### config.mk
export PLATFORM = sky130hd
export DESIGN_NAME = program_loader
export DESIGN_NICKNAME = d
export VERILOG_FILES = /design/src/rtl/program_loader.sv
export SDC_FILE = /design/constraint.sdc
export NUM_CORES = 1
export LEC_CHECK = 0
export CORE_MARGIN = 10
export CORE_UTILIZATION = 55
export CTS_CLUSTER_SIZE = 8
export DETAILED_ROUTE_END_ITERATION = 6
export PLACE_DENSITY = 0.79
export SYNTH_ARGS = -nofsm -noshare
export SYNTH_HDL_FRONTEND = slang
export SYNTH_SLANG_ARGS = --single-unit
### constraint.sdc
create_clock -name clock -period 3 [get_ports clock]
set_input_delay 0.3 -clock clock [delete_from_list [all_inputs] [get_ports clock]]
set_output_delay 0.3 -clock clock [all_outputs]
set_load 0.005 [all_outputs]
### src/rtl/program_loader.sv
`default_nettype none
// ============================================================================
// Module   : program_loader
// Purpose  : Boot-time loader in front of the CPU Fetch stage. Takes a framed
//            byte stream (LEN_LO, LEN_HI, 4*N payload bytes, CHK), assembles
//            little-endian instruction words, writes them to instruction
//            memory and holds the CPU in reset until a load finishes with a
//            matching XOR checksum.
// Ports    : clock            - system clock
//            reset            - asynchronous, active-low reset
//            loadRequest      - pulse, start a new load (IDLE/DONE/ERROR only)
//            byteIn/byteValid - stream data and its valid flag
//            byteReady        - loader takes byteIn on this cycle's edge
//            imemWriteEnable  - one-cycle instruction memory write strobe
//            imemWriteAddress - word address of the write
//            imemWriteData    - assembled instruction word
//            cpuHold          - active-high reset towards the CPU
//            loadDone         - last load succeeded (level)
//            loadError        - last load failed (level)
//            wordsLoaded      - words written by the current/last load
// Revision : 1.0 - initial release
// ============================================================================
module program_loader #(
  parameter int INSTRUCTION_WIDTH = 32,
  parameter int BYTE_WIDTH        = 8,
  parameter int IMEM_ADDR_WIDTH   = 8,
  parameter int COUNT_WIDTH       = 16
) (
  input  logic                         clock,
  input  logic                         reset,
  input  logic                         loadRequest,
  input  logic [BYTE_WIDTH-1:0]        byteIn,
  input  logic                         byteValid,
  output logic                         byteReady,
  output logic                         imemWriteEnable,
  output logic [IMEM_ADDR_WIDTH-1:0]   imemWriteAddress,
  output logic [INSTRUCTION_WIDTH-1:0] imemWriteData,
  output logic                         cpuHold,
  output logic                         loadDone,
  output logic                         loadError,
  output logic [COUNT_WIDTH-1:0]       wordsLoaded
);

  localparam int c_lanes     = INSTRUCTION_WIDTH / BYTE_WIDTH;
  localparam int c_laneWidth = $clog2(c_lanes);
  localparam logic [c_laneWidth-1:0] c_lastLane = c_laneWidth'(c_lanes - 1);
  // One extra bit so a length equal to the memory depth is representable.
  localparam logic [COUNT_WIDTH:0]   c_memDepth = (COUNT_WIDTH + 1)'(2 ** IMEM_ADDR_WIDTH);

  typedef enum logic [2:0] {
    S_IDLE   = 3'd0,
    S_LEN_LO = 3'd1,
    S_LEN_HI = 3'd2,
    S_DATA   = 3'd3,
    S_CHECK  = 3'd4,
    S_DONE   = 3'd5,
    S_ERROR  = 3'd6
  } loaderState_t;

  loaderState_t                 r_state;
  logic [c_laneWidth-1:0]       r_lane;
  logic [INSTRUCTION_WIDTH-1:0] r_wordBuf;
  logic [BYTE_WIDTH-1:0]        r_checksum;
  logic [BYTE_WIDTH-1:0]        r_lenLo;
  logic [COUNT_WIDTH-1:0]       r_length;

  logic                         w_accept;
  logic [COUNT_WIDTH-1:0]       w_lengthIn;
  logic [INSTRUCTION_WIDTH-1:0] w_assembled;
  logic [COUNT_WIDTH-1:0]       w_nextWords;

  assign w_accept    = byteValid && byteReady;
  assign w_lengthIn  = COUNT_WIDTH'({byteIn, r_lenLo});
  assign w_nextWords = wordsLoaded + COUNT_WIDTH'(1);

  // The top lane is taken straight from the bus so the word can be written
  // on the edge after its last byte without an extra buffering cycle.
  always_comb begin
    w_assembled = r_wordBuf;
    w_assembled[(c_lanes - 1) * BYTE_WIDTH +: BYTE_WIDTH] = byteIn;
  end

  always_ff @(posedge clock or negedge reset) begin
    if (!reset) begin
      r_state          <= S_IDLE;
      r_lane           <= '0;
      r_wordBuf        <= '0;
      r_checksum       <= '0;
      r_lenLo          <= '0;
      r_length         <= '0;
      byteReady        <= 1'b0;
      imemWriteEnable  <= 1'b0;
      imemWriteAddress <= '0;
      imemWriteData    <= '0;
      cpuHold          <= 1'b1;
      loadDone         <= 1'b0;
      loadError        <= 1'b0;
      wordsLoaded      <= '0;
    end else begin
      imemWriteEnable <= 1'b0;
      unique case (r_state)
        S_IDLE, S_DONE, S_ERROR: begin
          if (loadRequest) begin
            r_state     <= S_LEN_LO;
            byteReady   <= 1'b1;
            cpuHold     <= 1'b1;
            loadDone    <= 1'b0;
            loadError   <= 1'b0;
            wordsLoaded <= '0;
            r_checksum  <= '0;
            r_lane      <= '0;
          end
        end
        S_LEN_LO: begin
          if (w_accept) begin
            r_lenLo <= byteIn;
            r_state <= S_LEN_HI;
          end
        end
        S_LEN_HI: begin
          if (w_accept) begin
            r_length <= w_lengthIn;
            if (w_lengthIn == '0) begin
              r_state <= S_CHECK;
            end else if ({1'b0, w_lengthIn} > c_memDepth) begin
              r_state   <= S_ERROR;
              byteReady <= 1'b0;
              loadError <= 1'b1;
            end else begin
              r_state <= S_DATA;
            end
          end
        end
        S_DATA: begin
          if (w_accept) begin
            r_checksum <= r_checksum ^ byteIn;
            if (r_lane == c_lastLane) begin
              r_lane           <= '0;
              imemWriteEnable  <= 1'b1;
              imemWriteAddress <= wordsLoaded[IMEM_ADDR_WIDTH-1:0];
              imemWriteData    <= w_assembled;
              wordsLoaded      <= w_nextWords;
              if (w_nextWords == r_length) begin
                r_state <= S_CHECK;
              end
            end else begin
              r_wordBuf[r_lane * BYTE_WIDTH +: BYTE_WIDTH] <= byteIn;
              r_lane <= r_lane + 1'b1;
            end
          end
        end
        S_CHECK: begin
          if (w_accept) begin
            byteReady <= 1'b0;
            if (byteIn == r_checksum) begin
              r_state  <= S_DONE;
              cpuHold  <= 1'b0;
              loadDone <= 1'b1;
            end else begin
              r_state   <= S_ERROR;
              loadError <= 1'b1;
            end
          end
        end
        default: begin
          r_state   <= S_IDLE;
          byteReady <= 1'b0;
          cpuHold   <= 1'b1;
        end
      endcase
    end
  end

endmodule
`default_nettype wire

Word level (Yosys, flattened, before mapping) --
Index checks and enable logic that the tools add are counted.
Storage, ports and cells: bits of input ports 12, register bits 130, word-level logic and storage cells 109
Cells by class: eq/ne operators 20, mux-type cells 45, magnitude comparators 1, reduce and logical (&&, ||, !) cells 20, shift operators 2, bitwise logic cells 4, add/subtract/negate cells 3
Operators with widths (count):
- $mux 16 | 3
- $neg 5->34 | 1
- $shift 8x34->32 const A | 1
- $shiftx 8x34->32 | 1
- $bwmux 32 | 1
- $pmux 16 s2 | 1
- $mux 3 | 9
- $ne 2x2->1 const B | 11
- $mux 1 | 18
- $add 16x1->16 const B | 1
- $eq 16x16->1 | 1
- $gt 16x9->1 const B | 1
- $logic_not 16->1 | 1
- $mux 8 | 2
- $pmux 8 s2 | 1
- $pmux 3 s5 | 1
- $reduce_and 7->1 | 2
- $reduce_and 4->1 | 3
- $eq 3x3->1 const B | 3
- $reduce_and 3->1 | 3
- $eq 8x8->1 | 1
- $mux 2 | 4
- $xor 8x8->8 | 1
- $eq 3x2->1 const B | 2
- 16 further kinds | 22

Longest topological paths before layout --
Gate-level depths: netlist (run 1).
depth in word-level cells 6, mapped depth 11, gate-level depth less buffers 8

Worst setup path before layout (run 1) --
No wires, ideal clock.
path kind flip-flop to flip-flop, from register wordsLoaded[5], to register r_state[0], setup slack 664 ps, data required time 2863 ps, clock period less this slack 2336 ps, stages on the path, launching flop included 11, data arrival time 2199 ps, cell sequence dfrtp_1 -> buf_4 -> and3_1 -> buf_4 -> and4_1 -> buf_4 -> and3_4 -> xnor2_1 -> a221o_1 -> nor4_2 -> a21oi_1
On the way: word-level cells in the longest chain between the ends 4
Ends and longest elaborated chain:
- start, declared | line 41 | output logic [COUNT_WIDTH-1:0] wordsLoaded
- start signal, assigned | line 142 | wordsLoaded <= w_nextWords;
- $add 16x1->16 | line 74 | assign w_nextWords = wordsLoaded + COUNT_WIDTH'(1);
- $eq 16x16->1 | line 143 | if (w_nextWords == r_length) begin
- $ne 2x2->1 (no line)
- $reduce_and 7->1 (no line)
- end signal, assigned | line 85 | r_state <= S_IDLE;
- end signal, assigned | line 144 | r_state <= S_CHECK;
- end signal, assigned | line 156 | r_state <= S_DONE;
- end, declared | line 60 | loaderState_t r_state;
No other way between the ends. A chain may end at the register's enable or synchronous reset.

Worst setup path in the final report (run 1) --
from register r_state[2], to register wordsLoaded[14]
On the way: word-level cells in the longest chain between the ends 4
Ends and longest elaborated chain:
- start signal, assigned | line 85
- start signal, assigned | line 104 | r_state <= S_LEN_LO;
- start signal, assigned | line 117 | r_state <= S_LEN_HI;
- $eq 3x3->1 or $logic_not 3->1 (tied branches) | line 101 | unique case (r_state)
- $reduce_or 3->1 | line 101
- $ne 2x2->1 (no line) or $reduce_bool 2->1 (tied branches)
- $reduce_and 4->1 (no line)
Parallel ways exist; a longest one is shown, timed or not.

==> key figures, run 1 <==
Floorplan
  • Rows: 37
  • Core ar.: 10400 um2
  • Initial core utilization: 56.8%
  • Die area: 15300 um2
  • Ports: 73
  • Die Ht: 124 um
  • Die Wd: 124 um

Critical path
  • CP Capture Type: flop
  • Critical Path Fanout Max: 15
  • R2R Path Start: r_state[2]
  • CP Class: reg2reg
  • Worst endpoint required time: 3420 ps
  • RR Endpoint: wordsLoaded[14]
  • Critical path launch point type: flop
  • Reg2reg setup slack: 440 ps
  • Worst Path Arrival: 2980 ps
  • R2R depth: 7

Route
  • DRT Pass-1 Iters: 5
  • DRT Wirelength: 15300 um
  • Top Metal Used: met4
  • DRT antenna net count: 0
  • Post-Route M1 WL: 6580 um
  • Initial drt markers: 474
  • Metal3 WL: 1370 um
  • Vias per cell: 5.82
  • Routed len/inst: 17.4 um
  • Residual DRC: 0
  • Wire length on met2: 7110 um
  • Vias: 5108

Clock network
  • Clk_lat worst skew: 520 ps
  • # Post-CTS Setup Buffers: 0
  • H-tree Lvls: 4
  • Root Buffer: clkbuf_8
  • Clock Pin Slew Worst Setup and Hold Paths: 60 ps
  • CTS tree: built
  • Clock Path Buffers: 2
  • CTS Buf Count: 17
  • CTS Sinks: 122
  • CTS resizes: 0
  • CTS Hold Bufs: 1

Final layout
  • Final cell utilization of the core: 70.8%
  • Share of cells above drive strength 1: 10.3%
  • Final #Nets: 747
  • Layout Cells excl Fill: 877
  • Layout area overhead: 24.6%
  • N_diodes: 0
  • Fin area: 7370 um2

Global route
  • Vias in the first global route: 4871
  • Initial antenna violation count: 0
  • GRT Util Overall: 20.3%
  • Largest net degree at the start of global routing: 61
  • First-pass GRT wire length: 24700 um
  • Global route overflow: 0

Timing
  • Rel. slew slack: 33.5%
  • RSZ-0062 raised after global routing: false
  • Endpoints failing setup: 0
  • Final Max Tran Viols: 0
  • Final period utilization: 85.4%
  • Achievable frequency: 390 MHz
  • Worst Clk Skew: 6.99 ps
  • Min Tclk post-route: 2560 ps
  • Setup Total Neg Slack: 0 ps
  • Fin. Hold Viols: 0
  • Worst Max-Slew Pin Slew: 995 ps

Run
  • Max Cap Viol: 0

Yosys
  • Syn Area/Cell: 8.89 um2
  • Synth cell types: 46
  • Ys flop type: dfrtp_1
  • Seq/Total Area, Yosys: 51.6%
  • Syn Nets: 684
  • Mapped Cells: 666
  • Ys Warns: 0
  • Post-synth EDFFs: 0
  • Asr flop ratio synth: 100%
  • Post-Syn Area: 5920 um2
  • Synth Register Bits: 122

Outcome
  • Status: complete, no violations

Pwr
  • Max VDD drop: 0.377 mV
  • Leakage: 3.52 nW
  • PwrDens: 521 nW/um2

Placement
  • Final HPWL from detailed placement: 10300 um
  • Dpl cells: 845
  • RePlAce Congestion: 0.865
  • Dpl cell area: 6760 um2
  • Port Buffers: 72

Worst hold path
  • Worst min-delay path class: in2async
==> per-layer routing <==
| metal | up-vias | global-route usage, % |
|---|---|---|
| met2 | 236 | 32.1 |
| li1 | 2365 | - |
| met3 | 29 | 5.29 |
| met5 | - | 0 |
| met1 | 2478 | 26.6 |
| met4 | 0 | 6.70 |
==> cells by family (layout without fill, tap and decap cells) <==
| logic type | after synthesis | after routing | synth area share, % |
|---|---|---|---|
| xor+xnor | 29 | 29 | 4.29 |
| compound gates | 127 | 127 | 12.3 |
| simple gates | 303 | 303 | 21.9 |
| mux | 26 | 26 | 4.90 |
| flops | 122 | 122 | 51.6 |
| fa+ha+maj | 6 | 6 | 1.27 |
| buf+inv | 53 | 128 | 3.80 |
==> synth_stat cells (3+ instances only) <==
master	instances	area share [%]
a21oi_1	17	1.4
or3_1	4	0.42
dfrtp_1	121	51
nor2_1	34	2.2
nor2b_1	6	0.63
nor4_1	5	0.53
nand3_1	7	0.59
nand4_1	3	0.32
nand2_1	209	13
nor3b_1	4	0.51
clkbuf_1	32	2.0
buf_4	4	0.51
nand2b_1	6	0.63
nor3_1	9	0.76
ha_1	6	1.3
o21ai_0	78	6.6
o31ai_1	11	1.4
and4_1	3	0.44
inv_1	8	0.51
buf_2	9	0.76
a31oi_1	3	0.32
xor2_1	17	2.5
and3_1	7	0.74
mux2_2	24	4.6
xnor2_1	12	1.8
==> sequential cells by signal (all words and copies together) (netlist names) <==
| signal | cells |
|---|---|
| loadError | 1 |
| byteReady | 1 |
| wordsLoaded | 16 |
| imemWriteAddress | 8 |
| loadDone | 1 |
| r_length | 16 |
| imemWriteData | 32 |
| r_checksum | 8 |
| r_state | 3 |
| r_lenLo | 8 |
| cpuHold | 1 |
| r_wordBuf | 24 |
| imemWriteEnable | 1 |
| r_lane | 2 |
==> through the flow <==
stage,hold slack [ps],power [mW],setup WS (ps)
global placement,368,1.79,634
finish,366,3.84,439
CTS,377,3.85,480
global route,415,3.94,216
floorplan,4.41,1.72,664
detailed placement,379,1.79,497
==> power by group <==
part	switching (mW)	internal (mW)	leakage [nW]
logic	0.0807	0.0360	1.54
registers	0.00163	1.65	1.69
clock network	0.705	1.37	0.297
==> layout by cell type, fill, tap and decap left out, drive strengths merged, types with 2 or more instances in the layout <==
| cell | count |
|---|---|
| nand2b | 6 |
| or3 | 4 |
| xor2 | 17 |
| and2 | 2 |
| o211ai | 2 |
| nand3 | 7 |
| buf | 17 |
| nand2 | 209 |
| dfrtp | 121 |
| nor3b | 4 |
| and4 | 4 |
| nor2b | 6 |
| nor4 | 6 |
| ha | 6 |
| o21ai | 79 |
| inv | 8 |
| nand4 | 3 |
| a21oi | 17 |
| o22a | 2 |
| nor2 | 34 |
| bufinv | 3 |
| xnor2 | 12 |
| o31ai | 11 |
| mux2 | 24 |
| mux2i | 2 |
| a211o | 2 |
| clkdlybuf4s50 | 71 |
| a221oi | 2 |
| and3 | 8 |
| nor3 | 9 |
| clkbuf | 24 |
| clkinv | 3 |
| a31oi | 3 |
==> worst max-delay path by stage <==
| stage | startpoint | end | depth (start not counted) |
|---|---|---|---|
| floorplan | wordsLoaded[5] | r_state[0] | 10 |
| global placement | byteIn[0] | byteReady | 7 |
| detailed placement | byteIn[0] | byteReady | 7 |
| CTS | r_state[2] | wordsLoaded[14] | 7 |
| global route | r_state[2] | wordsLoaded[14] | 7 |
| finish | r_state[2] | wordsLoaded[14] | 7 |
==> critical path, cell delays in order, from the launching register on <==
cell	delay, ps
dfrtp_1	570
nor2b_1	390
nor3_1	80
a21oi_1	130
nor2b_1	120
nor2_1	750
o21ai_0	270
o31ai_1	130
==> area by class of cell <==
class	instances	area (um2)
tap	136	170
timing repair buffer	89	873
clock buffer	24	490
clock inverter	7	113
inverter	8	30.0
fill	746	3040
sequential	122	3050
multi-input combinational	491	2640
No activity file was read; power rests on OpenSTA's default activity.
==> inputs of run 2 (changes only) <==
--- a/config.mk
+++ b/config.mk
@@ -7,2 +7,3 @@
 export LEC_CHECK = 0
+export CAP_MARGIN = 0
 export CORE_MARGIN = 10
==> constraint.sdc (replaced) <==
create_clock -name clock -period 3 [get_ports clock]
set_input_delay 0.6 -clock clock [delete_from_list [all_inputs] [get_ports clock]]
set_output_delay 0.6 -clock clock [all_outputs]
set_load 0.005 [all_outputs]
==> run 2 against run 1 <==
Combinational power about the same. Utilization shrank 0.23 points. Flip-flop and latch count unchanged. Clock power shrank 6%. Fmax down 2.8%. Via count fell by 0.96%. Power fell by 3.1%. Clock-buffer cell count shrank 6. Routed wire length about the same. Register-to-register slack worse by 70 ps. Critical path type unchanged. Worst hold slack got worse by 360 ps.
==> key figures, run 2 (synthesis results as in run 1) <==
Critical path
  • CP Class: reg2reg
  • CP Capture Type: flop
  • Top delay family on crit path: simple AND/OR/NAND/NOR gates
  • Reg2reg setup slack: 370 ps
  • Critical path launch point type: flop
  • R2R Path Start: r_state[1]
  • Max incr delay on CP: 740 ps
  • Worst endpoint required time: 3430 ps
  • CP most frequent cell: nor2_1
  • Critical-path top delay cell: nor2_1
  • Critical Path Fanout Max: 19
  • Crit path cell chain: nor2b_1 -> buf_4 -> nand2_1 -> nor2_1 -> nand2_2 -> inv_1 -> nor2_1 -> o21ai_0 -> o31ai_1
  • RR Endpoint: wordsLoaded[3]
  • CP bufs+invs: 2
  • Worst Path Arrival: 3060 ps
  • R2R depth: 9

Final layout
  • N_diodes: 0
  • Final #Nets: 751
  • Fin area: 7350 um2
  • Commonest non-fill, non-tap cell in the layout: nand2_1
  • Top Registers: imemWriteData x32, r_wordBuf x24
  • Commonest cells after routing, fill and taps aside: nand2_1 (208), dfrtp_1 (121), o21ai_0 (78)
  • Largest Register: imemWriteData
  • Layout Cells excl Fill: 882
  • Max reg flops: 32
  • Share of cells above drive strength 1: 11.1%
  • Layout area overhead: 24.2%

Clock network
  • CTS Hold Bufs: 0
  • Root Buffer: clkbuf_8
  • Clk_lat worst skew: 530 ps
  • CTS Buf Count: 17
  • CTS tree: built
  • CTS resizes: 0
  • Clock Path Buffers: 2
  • Clock Pin Slew Worst Setup and Hold Paths: 60 ps
  • H-tree Lvls: 4
  • # Post-CTS Setup Buffers: 0
  • CTS Sinks: 122

Run
  • Max Cap Viol: 0

Placement
  • Dpl cell area: 6790 um2
  • Dpl cells: 850
  • Port Buffers: 72
  • Final HPWL from detailed placement: 10200 um
  • RePlAce Congestion: 0.909

Floorplan
  • Initial core utilization: 56.8%
  • Core ar.: 10400 um2
  • Rows: 37
  • Die Wd: 124 um
  • Die area: 15300 um2
  • Ports: 73
  • Die Ht: 124 um

Route
  • DRT antenna net count: 0
  • Residual DRC: 0
  • DRT Wirelength: 15300 um
  • Initial drt markers: 631
  • Routed len/inst: 17.3 um
  • Vias per cell: 5.74
  • DRT Pass-1 Iters: 5
  • Vias: 5059

Timing
  • Final period utilization: 87.8%
  • Fin. Hold Viols: 0
  • Rel. slew slack: 35.0%
  • Worst Max-Slew Pin Slew: 972 ps
  • Endpoints failing setup: 0
  • Worst Clk Skew: 6.79 ps
  • RSZ-0062 raised after global routing: false
  • Min Tclk post-route: 2630 ps
  • Hold WS: 4.41 ps
  • Final Max Tran Viols: 0
  • Achievable frequency: 380 MHz
  • Setup Total Neg Slack: 0 ps

Global route
  • Largest net degree at the start of global routing: 61
  • GRT busiest layer: met2
  • Vias in the first global route: 4870
  • M1 GR Usage: 26.9%
  • Met2 Use GR: 31.8%
  • GRT Util Overall: 20.5%
  • First-pass GRT wire length: 24800 um
  • Met3 usage: 5.75%
  • Initial antenna violation count: 0
  • Global route overflow: 0

Pwr
  • Max VDD drop: 0.322 mV
  • Leakage: 3.51 nW
  • PwrDens: 506 nW/um2
  • Tot Pwr: 3.72 mW

Outcome
  • Status: complete, no violations

Worst hold path
  • Worst min-delay path class: in2async
-- run 2: changes by cell type in the layout (fill, tap and decap cells not counted) --
cell and delta:
clkbuf_8 -5, clkinv_2 +1, bufinv_16 -1, clkbuf_1 -1, buf_12 -1, clkinv_4 +2
clkinvlp_4 +2, buf_4 +6, dlygate4sd3_1 -1, inv_6 +3
-- run 2: area by class of cell --
class	count	area (um2)
Sequential cell	122	3050
Inverter	8	30.0
Multi-Input combinational cell	491	2640
Clock inverter	14	146
Clock buffer	18	418
Timing Repair Buffer	93	888
Fill cell	758	3070
Tap cell	136	170
-- run 2: how the worst max path moves through the flow --
stage | from | endpoint | slack, ps | depth (start not counted)
2_1_floorplan | wordsLoaded[5] | r_state[0] | 660 | 10
3_3_place_gp | byteIn[3] | byteReady | 380 | 7
3_5_place_dp | byteIn[3] | r_state[1] | 330 | 8
4_1_cts | r_state[1] | wordsLoaded[3] | 450 | 9
5_1_grt | r_state[1] | wordsLoaded[3] | 190 | 9
6_report | r_state[1] | wordsLoaded[3] | 370 | 9
-- run 2: worst reg2reg max path, cell delays in order, from the launching register on --
cell	delay, ps
dfrtp_1	570
nor2b_1	230
buf_4	180
nand2_1	180
nor2_1	100
nand2_2	80
inv_1	60
nor2_1	740
o21ai_0	270
o31ai_1	130
-- run 2: metrics by stage --
stage / setup WS (ps) / utilization [%]
after floorplan: 664 / -
after global placement: 380 / 65.2
after detailed placement: 328 / 65.2
after CTS: 446 / 70.6
after global routing: 189 / 70.6
final: 366 / 70.6
-- run 2: report_power, final --
part / switching (mW) / total, mW / internal [mW]
Clock: 0.769 / 1.95 / 1.18
Combinational: 0.0808 / 0.118 / 0.0371
Sequential: 0.00157 / 1.65 / 1.65
Total: 0.851 / 3.72 / 2.87
-- run 2: metal layers --
metal | share of wire (%) | up-vias | wire length, um
met5 | 0 | - | 0
met4 | 1.3 | 0 | 206
met3 | 8.4 | 27 | 1290
met2 | 47 | 235 | 7190
met1 | 43 | 2423 | 6610
li1 | - | 2374 | -
==> inputs of run 3 (changes only) <==
- SETUP_SLACK_MARGIN: default -> 0.05
==> results of run 3 <==
Same layout as run 2: the final DEF is identical, and so are final timing and power.
